<file path="src/rtl/uart_pkg.sv">
// Shared UART definitions: FSM state encoding common to the TX and RX paths,
// and the parity-type constants.
package uart_pkg;

  typedef enum logic [2:0] {
    IDLE   = 3'b000,
    START  = 3'b001,
    DATA   = 3'b011,
    PARITY = 3'b111,
    STOP   = 3'b101
  } uart_state_e;

  localparam logic PARITY_EVEN = 1'b0;
  localparam logic PARITY_ODD  = 1'b1;

endpackage

</file>
<file path="src/rtl/uart_parity_calc.sv">
// Combinational parity generator shared by the UART TX and RX paths:
// yields the bit that makes data+parity even (type EVEN) or odd (type ODD).
module uart_parity_calc
  import uart_pkg::*;
#(
  parameter int DATA_WIDTH = 8
) (
  input  logic [DATA_WIDTH-1:0] i_data,
  input  logic                  i_type,
  output logic                  o_bit
);

  assign o_bit = (^i_data) ^ (i_type == PARITY_ODD);

endmodule

</file>
<file path="src/rtl/uart_tx_frame.sv">
// UART transmitter: accepts a byte on DataValid while idle and serialises
// start, data LSB-first, optional parity and stop, each held BAUD_DIV clocks.
module uart_tx_frame
  import uart_pkg::*;
#(
  parameter int DATA_WIDTH = 8,
  parameter int BAUD_DIV   = 8
) (
  input  logic                  CLK,
  input  logic                  RST,
  input  logic [DATA_WIDTH-1:0] PData,
  input  logic                  DataValid,
  input  logic                  ParityEn,
  input  logic                  ParityType,
  output logic                  TxOut,
  output logic                  Busy
);

  localparam int EDGE_W = $clog2(BAUD_DIV);
  localparam int BIT_W  = (DATA_WIDTH > 1) ? $clog2(DATA_WIDTH) : 1;

  uart_state_e           r_state, w_state_next;
  logic [EDGE_W-1:0]     r_edge, w_edge_next;
  logic [BIT_W-1:0]      r_bit, w_bit_next;
  logic [DATA_WIDTH-1:0] r_shreg, w_shreg_next;
  logic                  r_par_en, w_par_en_next;
  logic                  r_par_bit, w_par_bit_next;
  logic                  r_tx, w_tx_next;
  logic                  r_busy, w_busy_next;
  logic                  w_bit_end;
  logic                  w_par_calc;

  // Parity is taken from the incoming byte at accept time, so the shifting
  // register never needs an untouched copy of the payload.
  uart_parity_calc #(
    .DATA_WIDTH(DATA_WIDTH)
  ) u_parity (
    .i_data(PData),
    .i_type(ParityType),
    .o_bit (w_par_calc)
  );

  assign w_bit_end = (r_edge == EDGE_W'(BAUD_DIV - 1));

  always_comb begin
    w_state_next   = r_state;
    w_edge_next    = r_edge + EDGE_W'(1);
    w_bit_next     = r_bit;
    w_shreg_next   = r_shreg;
    w_par_en_next  = r_par_en;
    w_par_bit_next = r_par_bit;

    case (r_state)
      IDLE: begin
        w_edge_next = '0;
        if (DataValid) begin
          w_state_next   = START;
          w_shreg_next   = PData;
          w_par_en_next  = ParityEn;
          w_par_bit_next = w_par_calc;
        end
      end
      START: begin
        if (w_bit_end) begin
          w_state_next = DATA;
          w_edge_next  = '0;
          w_bit_next   = '0;
        end
      end
      DATA: begin
        if (w_bit_end) begin
          w_edge_next = '0;
          if (r_bit != BIT_W'(DATA_WIDTH - 1)) begin
            w_shreg_next = r_shreg >> 1;
            w_bit_next   = r_bit + BIT_W'(1);
          end else begin
            w_state_next = r_par_en ? PARITY : STOP;
          end
        end
      end
      PARITY: begin
        if (w_bit_end) begin
          w_state_next = STOP;
          w_edge_next  = '0;
        end
      end
      STOP: begin
        if (w_bit_end) begin
          w_state_next = IDLE;
          w_edge_next  = '0;
        end
      end
      default: begin
        w_state_next = IDLE;
        w_edge_next  = '0;
      end
    endcase

    // Outputs are decoded from the next state so the registered line
    // already shows the start bit in the cycle right after accept.
    w_tx_next   = 1'b1;
    w_busy_next = 1'b1;
    case (w_state_next)
      IDLE:    w_busy_next = 1'b0;
      START:   w_tx_next   = 1'b0;
      DATA:    w_tx_next   = w_shreg_next[0];
      PARITY:  w_tx_next   = w_par_bit_next;
      STOP:    w_tx_next   = 1'b1;
      default: w_busy_next = 1'b0;
    endcase
  end

  always_ff @(posedge CLK or negedge RST) begin
    if (!RST) begin
      r_state   <= IDLE;
      r_edge    <= '0;
      r_bit     <= '0;
      r_shreg   <= '0;
      r_par_en  <= 1'b0;
      r_par_bit <= 1'b0;
      r_tx      <= 1'b1;
      r_busy    <= 1'b0;
    end else begin
      r_state   <= w_state_next;
      r_edge    <= w_edge_next;
      r_bit     <= w_bit_next;
      r_shreg   <= w_shreg_next;
      r_par_en  <= w_par_en_next;
      r_par_bit <= w_par_bit_next;
      r_tx      <= w_tx_next;
      r_busy    <= w_busy_next;
    end
  end

  assign TxOut = r_tx;
  assign Busy  = r_busy;

endmodule

</file>
<file path="config.mk">
export PLATFORM = sky130hd
export DESIGN_NAME = uart_tx_frame
export DESIGN_NICKNAME = d
export VERILOG_FILES = /design/src/rtl/uart_pkg.sv /design/src/rtl/uart_parity_calc.sv /design/src/rtl/uart_tx_frame.sv
export SDC_FILE = /design/constraint.sdc
export NUM_CORES = 1
export LEC_CHECK = 0
export CAP_MARGIN = 20
export CORE_ASPECT_RATIO = 0.9
export CORE_MARGIN = 5
export CORE_UTILIZATION = 50
export DETAILED_ROUTE_END_ITERATION = 10
export PLACE_DENSITY = 0.74
export SETUP_SLACK_MARGIN = 0.05
export SKIP_LAST_GASP = 1
export SYNTH_ARGS = -nofsm -noshare
export SYNTH_HDL_FRONTEND = slang
export SYNTH_HIERARCHICAL = 1
export SYNTH_SLANG_ARGS = --single-unit
</file>
<file path="constraint.sdc">
create_clock -name CLK -period 2.45 [get_ports CLK]
set_input_delay 0.3675 -clock CLK [delete_from_list [all_inputs] [get_ports CLK]]
set_output_delay 0.3675 -clock CLK [all_outputs]
set_load 0.1 [all_outputs]
</file>
==> results.json <==
{
  "status": "complete, no violations",
  "setup.worst_path.end_class": "flop",
  "initial_utilization_pct": 52.0,
  "cp.arrival_ps": 2390,
  "synth_flop_cell": "dfrtp_1",
  "synth_edf_count": 0,
  "power_density_nw_per_um2": 461,
  "whs_ps": 385,
  "synth_seq_cells": 21,
  "first_global_vias": 777,
  "num_vias": 812,
  "r2r_start": "r_bit[0]",
  "fin_crit_sh_pct": 89.5,
  "min_path_type": "in2async",
  "htreeDepth": 1,
  "synth_top_area_share_pct": 44.5,
  "ir_drop_v": 0.000365,
  "finalPower_mw": 0.600,
  "worstPathRequired_ps": 2650,
  "clock_path_buffers": 2,
  "slew_headroom_pct": 38.5,
  "hold_violations": 0,
  "gp_routability_congestion": 0.825,
  "layout.nets": 139,
  "max_freq_ghz": 0.456,
  "worst_pin_slew_ps": 922,
  "grt_pass1_wl_um": 3570,
  "rrSetupSlack_ps": 260,
  "max-cap-violations": 0,
  "first_pass_iters": 4,
  "dp_cells": 142,
  "cts_tree": "done",
  "drc": 0,
  "numCtsBuffers": 3,
  "track_usage_pct": 14.6,
  "path_class": "reg2reg",
  "synth_cell_types": 36,
  "root_buffer": "clkbuf_4",
  "drt-initial-drc-count": 14,
  "cts.hold.buffers_added": 0,
  "yosysWarnings": 6,
  "synthArstFlopShare_pct": 100,
  "postCtsSetupRepairBufs": 0,
  "netlist_area_sq_um": 1120,
  "antenna_cells": 0,
  "rows": 16,
  "min_period_ps": 2190,
  "finalInstanceArea_sq_um": 1300,
  "syn_to_final_growth_pct": 15.6,
  "numPortBuffers": 14,
  "drive_gt1_share_pct": 11.8,
  "place_area_sq_um": 1270,
  "post-dp-hpwl_um": 1650,
  "cts.clk_slew.worst_paths_ps": 120,
  "final-setup-viol-count": 0,
  "routed_via_density": 5.56,
  "reg2reg_to": "r_shreg[7]",
  "grt_max_degree": 22,
  "leakage_nw": 0.574,
  "die_h_um": 55.0,
  "path_max_fanout": 13,
  "finalMaxSlewViolations": 0,
  "syn-num-nets": 124,
  "instances_no_fill": 146,
  "antenna_found_initial": 0,
  "synth.area.top_cells": "dfrtp_1 44%, ha_1 6.7%, o21ai_1 4.9%",
  "yosysSeqAreaShare_pct": 46.8,
  "tns_ps": 0,
  "finClkSkew_ps": 4.22,
  "io_pins": 15,
  "clkSinkCount": 21,
  "grt.overflow.total": 0,
  "wl_per_cell_um": 14.8,
  "syn_inst": 105,
  "clk_latency_ps": 300,
  "syn_avg_cell_area_sq_um": 10.7,
  "synth_top_area_cell": "dfrtp_1",
  "drt_wl_total_um": 2170,
  "r2r_cells": 5,
  "worstSetupStartpointType": "flop",
  "ant_nets": 0,
  "rsz0062_at_grt": "false",
  "coreArea_sq_um": 2160,
  "fp.dieArea_sq_um": 3300,
  "die_w_um": 60.0,
  "ctsResizeCount": 0
}
==> registers in the layout, summed over array words and instances (netlist names) <==
register   cells
r_state        3
Busy           1
r_par_en       1
r_edge         3
TxOut          1
r_par_bit      1
r_bit          3
r_shreg        8
==> logic make-up after synthesis <==
group / count (synthesis) / synth area share [%]
compound gates: 28 / 16.4
buf+inv: 9 / 4.23
mux: 2 / 2.00
xor+xnor: 7 / 7.34
flops: 21 / 46.8
fa+ha+maj: 6 / 6.67
simple gates: 32 / 16.6
==> critical path: stages, from the launching register on <==
cell and delay [ps]:
dfrtp_1 430, ha_1 230, ha_1 290, nor4bb_1 460
a21oi_1 380, a22o_1 290
==> how the worst max path moves through the flow <==
stage / depth (start not counted) / end / from / slack, ps
3_3_place_gp: 7 / TxOut / PData[7] / 250
6_report: 5 / r_shreg[7] / r_bit[0] / 260
2_1_floorplan: 8 / r_shreg[1] / r_bit[0] / 630
3_5_place_dp: 7 / TxOut / PData[7] / 230
4_1_cts: 5 / r_shreg[7] / r_bit[0] / 290
5_1_grt: 6 / r_shreg[4] / r_bit[0] / 90
==> layout by cell type (no fill, tap or decap) <==
cell             instances
xnor2_1                  4
nor2b_1                  1
nor4bb_1                 1
nor3_1                   1
clkbuf_4                 3
xnor2_2                  1
nor3b_1                  3
a22o_1                   1
nor2_1                   4
nand4_1                  2
mux2_2                   1
dfrtp_1                 20
and2_1                   2
clkdlybuf4s50_1         12
xnor3_1                  1
nand3b_1                 2
inv_2                    1
nand2_1                 11
dfstp_2                  1
a32oi_1                  1
o211a_1                  1
inv_1                    2
nand2b_1                 2
nand4b_1                 1
a21oi_1                  5
a22oi_1                  7
o221ai_1                 1
mux2_1                   1
buf_4                    4
a221oi_2                 1
clkinv_2                 1
or4b_1                   1
xor2_1                   1
nor4b_2                  1
ha_1                     6
o21ai_1                 11
==> where the power goes <==
group | switching (mW) | internal, mW
Combinational | 0.0314 | 0.0447
Clock | 0.105 | 0.0608
Sequential | 0.00290 | 0.355
Total | 0.140 | 0.460
==> metrics by stage <==
stage | setup WS [ps] | utilization (%)
after floorplan | 625 | -
after global placement | 251 | 58.9
after detailed placement | 231 | 58.9
after CTS | 286 | 60.1
after global routing | 93.6 | 60.1
final | 258 | 60.1
==> synthesized netlist by cell type, types with 3 or more instances <==
library cell,number
o21ai_1,11
nor3b_1,3
xnor2_1,4
dfrtp_1,20
a21oi_1,5
nand2_1,11
ha_1,6
nor2_1,4
a22oi_1,7
==> per-layer routing <==
layer	track usage [%]	wire, um
met1	19.9	1040
met2	23.6	1030
met3	2.32	55
met4	5.17	34
met5	0	0
==> final cells by class <==
type / count / area (sq um)
Multi-Input combinational cell: 75 / 551
Sequential cell: 21 / 527
Clock inverter: 1 / 5.00
Inverter: 3 / 11.3
Timing Repair Buffer: 16 / 150
Clock buffer: 3 / 22.5
Tap cell: 27 / 33.8
Fill cell: 188 / 862
No activity file was read; power rests on OpenSTA's default activity.
